<file path="src/rtl/imm_extend_pipe_if.sv">
// Handshake bundle for imm_extend_pipe: instruction input side, buffered
// immediate output side, flush and the illegal-instruction counter.
interface imm_extend_pipe_if #(
  parameter int N     = 64,
  parameter int ERR_W = 8
);
  logic             flush;
  logic             in_valid;
  logic             in_ready;
  logic [31:0]      instr;
  logic             out_valid;
  logic             out_ready;
  logic [N-1:0]     imm;
  logic [2:0]       fmt;
  logic             illegal;
  logic [ERR_W-1:0] err_count;

  modport master (
    output flush, in_valid, instr, out_ready,
    input  in_ready, out_valid, imm, fmt, illegal, err_count
  );

  modport slave (
    input  flush, in_valid, instr, out_ready,
    output in_ready, out_valid, imm, fmt, illegal, err_count
  );
endinterface

</file>
<file path="src/rtl/imm_extend_pipe.sv">
// LEGv8 immediate generator: decodes each instruction once at push and queues
// {imm, fmt} in a 2-entry shift FIFO whose head slot drives the outputs directly.
module imm_extend_pipe #(
  parameter int N            = 64,
  parameter bit SHIFT_BRANCH = 1'b1,
  parameter int ERR_W        = 8
) (
  input  logic             clk,
  input  logic             reset,
  imm_extend_pipe_if.slave bus
);

  localparam logic [2:0] FMT_NONE = 3'd0;
  localparam logic [2:0] FMT_D    = 3'd1;
  localparam logic [2:0] FMT_CB   = 3'd2;
  localparam logic [2:0] FMT_B    = 3'd3;
  localparam logic [2:0] FMT_I    = 3'd4;
  localparam logic [2:0] FMT_IW   = 3'd5;
  localparam logic [ERR_W-1:0] ERR_MAX = {ERR_W{1'b1}};

  typedef struct packed {
    logic         illegal;
    logic [2:0]   fmt;
    logic [N-1:0] imm;
  } entry_t;

  localparam entry_t EMPTY_ENTRY = '0;

  // Everything is built 64 bits wide and truncated last, so extension and
  // shift happen before any bits are dropped for N=32.
  function automatic entry_t decode(input logic [31:0] ins);
    logic [63:0] wide;
    logic [2:0]  f;
    entry_t      e;
    wide = 64'd0;
    f    = FMT_NONE;
    if ((ins[31:21] == 11'b11111000010) || (ins[31:21] == 11'b11111000000)) begin
      f    = FMT_D;
      wide = {{55{ins[20]}}, ins[20:12]};
    end else if (ins[31:25] == 7'b1011010) begin
      f    = FMT_CB;
      wide = {{45{ins[23]}}, ins[23:5]};
      if (SHIFT_BRANCH) begin
        wide = wide << 2;
      end else begin
        wide = wide;
      end
    end else if (ins[30:26] == 5'b00101) begin
      f    = FMT_B;
      wide = {{38{ins[25]}}, ins[25:0]};
      if (SHIFT_BRANCH) begin
        wide = wide << 2;
      end else begin
        wide = wide;
      end
    end else if ((ins[31:22] == 10'b1001000100) || (ins[31:22] == 10'b1101000100)) begin
      f    = FMT_I;
      wide = {52'd0, ins[21:10]};
    end else if (ins[31:23] == 9'b110100101) begin
      f    = FMT_IW;
      wide = {48'd0, ins[20:5]} << {ins[22:21], 4'b0000};
    end else begin
      f    = FMT_NONE;
      wide = 64'd0;
    end
    e.imm     = wide[N-1:0];
    e.fmt     = f;
    e.illegal = (f == FMT_NONE);
    return e;
  endfunction

  entry_t           head_q, head_d;
  entry_t           tail_q, tail_d;
  logic [1:0]       count_q, count_d;
  logic [ERR_W-1:0] err_q, err_d;
  entry_t           new_s;
  logic             push_s;
  logic             pop_s;

  assign bus.in_ready  = !reset && !bus.flush && (count_q != 2'd2);
  assign bus.out_valid = (count_q != 2'd0);
  assign bus.imm       = head_q.imm;
  assign bus.fmt       = head_q.fmt;
  assign bus.illegal   = head_q.illegal;
  assign bus.err_count = err_q;

  // Next-state for the FIFO slots and the illegal counter; empty slots are kept at zero.
  always_comb begin
    new_s   = decode(bus.instr);
    push_s  = bus.in_valid && bus.in_ready;
    pop_s   = bus.out_ready && (count_q != 2'd0);
    head_d  = head_q;
    tail_d  = tail_q;
    count_d = count_q;
    err_d   = err_q;
    if (bus.flush) begin
      head_d  = EMPTY_ENTRY;
      tail_d  = EMPTY_ENTRY;
      count_d = 2'd0;
    end else begin
      case (count_q)
        2'd0: begin
          if (push_s) begin
            head_d  = new_s;
            count_d = 2'd1;
          end else begin
            count_d = 2'd0;
          end
        end
        2'd1: begin
          if (push_s && pop_s) begin
            head_d = new_s;
          end else if (push_s) begin
            tail_d  = new_s;
            count_d = 2'd2;
          end else if (pop_s) begin
            head_d  = EMPTY_ENTRY;
            count_d = 2'd0;
          end else begin
            count_d = 2'd1;
          end
        end
        2'd2: begin
          if (pop_s) begin
            head_d  = tail_q;
            tail_d  = EMPTY_ENTRY;
            count_d = 2'd1;
          end else begin
            count_d = 2'd2;
          end
        end
        default: begin
          head_d  = EMPTY_ENTRY;
          tail_d  = EMPTY_ENTRY;
          count_d = 2'd0;
        end
      endcase
    end
    if (push_s && new_s.illegal && (err_q != ERR_MAX)) begin
      err_d = err_q + {{(ERR_W-1){1'b0}}, 1'b1};
    end else begin
      err_d = err_q;
    end
  end

  // State registers with synchronous reset.
  always_ff @(posedge clk) begin
    if (reset) begin
      head_q  <= EMPTY_ENTRY;
      tail_q  <= EMPTY_ENTRY;
      count_q <= 2'd0;
      err_q   <= {ERR_W{1'b0}};
    end else begin
      head_q  <= head_d;
      tail_q  <= tail_d;
      count_q <= count_d;
      err_q   <= err_d;
    end
  end

endmodule

</file>
<file path="src/flat_wrapper.sv">
// flat-port wrapper written by rule: the top's interface ports become plain ports
module imm_extend_pipe_flat 
#(
  parameter int N            = 64,
  parameter bit SHIFT_BRANCH = 1'b1,
  parameter int ERR_W        = 8
)
  (clk, reset, bus_flush, bus_in_valid, bus_instr, bus_out_ready, bus_in_ready, bus_out_valid, bus_imm, bus_fmt, bus_illegal, bus_err_count);
  imm_extend_pipe_if #(.N(N), .ERR_W(ERR_W)) bus_i ();
  input  logic clk;
  input  logic reset;
  input wire logic [$bits(bus_i.flush)-1:0] bus_flush;
  input wire logic [$bits(bus_i.in_valid)-1:0] bus_in_valid;
  input wire logic [$bits(bus_i.instr)-1:0] bus_instr;
  input wire logic [$bits(bus_i.out_ready)-1:0] bus_out_ready;
  output wire logic [$bits(bus_i.in_ready)-1:0] bus_in_ready;
  output wire logic [$bits(bus_i.out_valid)-1:0] bus_out_valid;
  output wire logic [$bits(bus_i.imm)-1:0] bus_imm;
  output wire logic [$bits(bus_i.fmt)-1:0] bus_fmt;
  output wire logic [$bits(bus_i.illegal)-1:0] bus_illegal;
  output wire logic [$bits(bus_i.err_count)-1:0] bus_err_count;
  assign bus_i.flush = bus_flush;
  assign bus_i.in_valid = bus_in_valid;
  assign bus_i.instr = bus_instr;
  assign bus_i.out_ready = bus_out_ready;
  assign bus_in_ready = bus_i.in_ready;
  assign bus_out_valid = bus_i.out_valid;
  assign bus_imm = bus_i.imm;
  assign bus_fmt = bus_i.fmt;
  assign bus_illegal = bus_i.illegal;
  assign bus_err_count = bus_i.err_count;
  imm_extend_pipe #(.N(N), .SHIFT_BRANCH(SHIFT_BRANCH), .ERR_W(ERR_W)) u_core (.clk(clk), .reset(reset), .bus(bus_i));
endmodule
</file>
<file path="config.mk">
export PLATFORM = sky130hd
export DESIGN_NAME = imm_extend_pipe_flat
export DESIGN_NICKNAME = d
export VERILOG_FILES = /design/src/rtl/imm_extend_pipe_if.sv /design/src/rtl/imm_extend_pipe.sv /design/src/flat_wrapper.sv
export SDC_FILE = /design/constraint.sdc
export NUM_CORES = 1
export LEC_CHECK = 0
export ABC_CLOCK_PERIOD_IN_PS = 2300
export CAP_MARGIN = 20
export CORE_UTILIZATION = 40
export CTS_BUF_LIST = sky130_fd_sc_hd__clkbuf_4 sky130_fd_sc_hd__clkbuf_8
export DETAILED_ROUTE_END_ITERATION = 16
export PLACE_DENSITY = 0.65
export SETUP_SLACK_MARGIN = 0.3
export SYNTH_ARGS = -nofsm -noshare
export SYNTH_HDL_FRONTEND = slang
export SYNTH_SLANG_ARGS = --single-unit
export TNS_END_PERCENT = 30
</file>
<file path="constraint.sdc">
create_clock -name clk -period 2.3 [get_ports clk]
set_clock_uncertainty 0.15 [all_clocks]
set_input_delay 0.345 -clock clk [delete_from_list [all_inputs] [get_ports clk]]
set_output_delay 0.345 -clock clk [all_outputs]
set_load 0.03 [all_outputs]
</file>
==> metrics <==
starting density of the core=0.411; hold_buf cts=0; Gate Count Post-Synth=804; # clock sinks=146; CP arrival=2.30 ns; critical path capture point type=flop; Top FF cell, synth=dfxtp_1; synthesized area=6810 µm²; routed via count=7218; maximum clock frequency=0.487 GHz; Clk pin slew, worst setup/hold paths=0.08 ns; Yosys reg bits=146; part of the cycle the worst path needs=0.894; mean area per synthesized cell=8.47 µm²; worst hold path class=in -> reg; CP required=2.54 ns; final instance area=9890 µm²; Hold Fails Final Rpt=0; initial antenna violation count=0; CTS tree=done; Buf/Inv on CP=3; core box area=16600 µm²; maximum vdd drop=0.000354 V; outcome=finished clean; DRT antenna net count=0; Die Y=132 µm; critical path's slowest cell=or4_4; Max Cap Viol=0; first-pass GRT wire length=36700 µm; Post-synth EDFFs=0; hpwl dp=16300 µm; Crit path max-delay family=simple AND/OR/NAND/NOR gates; max incr delay on CP=0.55 ns; maximum buffer depth of the clock tree=2; Clock Tree Root=clkbuf_8; drt drc=0; H-tree levels=4; Finished Layout Cells=1241; CP Max Fanout=5; R2R Setup Slk=0.26 ns; gr usage total=0.267; final WL=23400 µm; final net count=1046; I/O pin count=115; Hold WS=0.0906 ns; critical path cell sequence=clkdlybuf4s15_1 > or3b_4 > or4_4 > buf_12 > nor3_4 > buf_4 > a21oi_1 > o21ai_0; Final Max Tran Viols=0; die width=132 µm; GRT overflow=0; largest net degree at the start of global routing=56; asr flop ratio synth=0; WL/cell=18.8 µm; Inserted Clock Buffers=17; routability cong.=0.945; Seq/Total Area, Yosys=0.429; syn_nets=842; DP Area=9190 µm²; layout cells sized above 1=0.244; vias in the first global route=6598; Yosys cell types=70; Die ar.=17500 µm²; RSZ-0062 raised after global routing=true; synth-to-layout area growth=45.3%; TritonRoute pass-1 iters=5; ant diodes=0; YS warnings=0; crit path launch type=input port; num rows=47; Detailed Route Iter0 Violations=753; fin crit period=2.06 ns; critical path class=in -> reg; I/O Buffers=114; number of vias per cell=5.82; endpoints failing setup=0; Inst Count DP=1200; setup_tns=0 ns; relative slew slack=0.565; Pleak=3.60 nW; Worst-Margin Slew=0.652 ns; clock network latency to the later pin of the worst-skew pair=0.46 ns; Finished Core Util=0.597; pwr/cell area=542 nW/µm²
## area by class of cell
class | instances | area [µm²]
clock buffers | 18 | 248
clock inverters | 14 | 203
fillers | 1501 | 6690
inverters | 10 | 37.5
multi-input cells | 569 | 3710
flip-flops and latches | 146 | 2930
well taps | 220 | 275
repair buffers | 264 | 2490
## layout by cell type, fill, tap and decap left out, drive strengths merged, types with 5 or more instances in the layout
cell,n
buf,154
dlygate4sd2,5
nand2,89
o211ai,17
a2bb2oi,6
inv,14
a22oi,59
nor4b,9
nand3,6
a211oi,7
o311ai,7
nor3b,5
dfxtp,146
clkbuf,19
clkdlybuf4s50,91
nor4,8
o221a,5
nor2,12
o21ai,127
and4,10
dlymetal6s2s,9
nor3,11
and2,14
a21oi,82
or4,10
or3,6
## state kept, by name, summed over array words and instances, names as in the netlist
signal                count
u_core.bus.err_count      8
u_core.bus.imm           64
u_core.tail_q            68
u_core.bus.fmt            3
u_core.bus.illegal        1
u_core.count_q            2
## report_power, final
part           total [mW]  internal (mW)  switching, mW
registers            2.54           2.53        0.00711
clock network        2.28           1.23           1.06
logic               0.537          0.232          0.306
total                5.36           3.99           1.37
## path summary, 6_finish.rpt
check	from	to	cells past startpoint
worst max-delay path	bus_instr[30]	u_core.tail_q[27]	8
worst min-delay path	reset	u_core.bus.err_count[3]	3
worst max register to register	u_core.bus.err_count[0]	u_core.bus.err_count[7]	7
worst min register to register	u_core.tail_q[65]	u_core.tail_q[65]	2
## routing by layer
metal  share of wire  GRT usage  routed length [µm]  vias up
met3           0.060     0.0521                1390       54
met1            0.46      0.371               10700     3433
met5               0          0                   0        -
met2            0.45      0.403               10600      278
li1                -          -                   -     3453
met4           0.028      0.107                 658        0
## repair_timing
| action | 4_1_cts | 5_1_grt |
|---|---|---|
| resized for setup | 41 | 44 |
| setup endpoints to repair | 200 | 186 |
| endpoints found under the hold margin | 0 | 0 |
| pin swaps | 7 | 11 |
| gates cloned | 1 | 0 |
| buffers inserted | 4 | 4 |
## through the flow
stage,total power [mW],setup WS [ns]
after floorplan,2.80,0.0784
after global placement,3.12,-0.458
after detailed placement,3.12,-0.480
after CTS,5.38,0.197
after global routing,5.52,0.175
final,5.36,0.245
## logic make-up (layout without fill, tap and decap cells)
logic type,count (synthesis),after routing,synth area share
mux,3,3,0.00441
fa+ha+maj,1,1,0.00184
compound gates,357,357,0.333
simple gates,208,208,0.179
flops,146,146,0.429
buf+inv,89,306,0.0527
## worst reg2reg max path, cell delays in order (launching register included)
cell	delay, ns
dfxtp_4	0.37
ha_4	0.16
and2_4	0.16
a311oi_2	0.26
buf_4	0.17
nand3_2	0.08
or4_1	0.50
a21oi_1	0.13
## cells in the mapped netlist, types with 4 or more instances
library cell	n	area (µm²)
a31oi_1	4	25.0
dfxtp_1	146	2920
a211o_1	4	35.0
o211ai_1	17	128
inv_1	10	37.5
buf_2	11	55.1
nand3_1	6	30.0
o221a_2	5	56.3
clkbuf_1	60	225
or4_1	9	67.6
a2111oi_0	4	35.0
a211oi_1	6	45.0
o221ai_1	4	35.0
a32o_1	4	40.0
nor2_1	12	45.0
nand4_1	4	25.0
and2_1	14	87.6
nor4b_2	4	60.1
nor3b_1	5	37.5
and4_1	10	87.6
buf_1	4	15.0
or3_1	6	37.5
a22oi_1	59	443
nor4_1	6	37.5
nor3_1	9	45.0
a21oi_1	82	410
o21ai_0	125	626
nand2_1	89	334
a2bb2oi_1	5	43.8
and3_1	4	25.0
o311ai_0	5	43.8
Power figures use the tool's default switching activity.
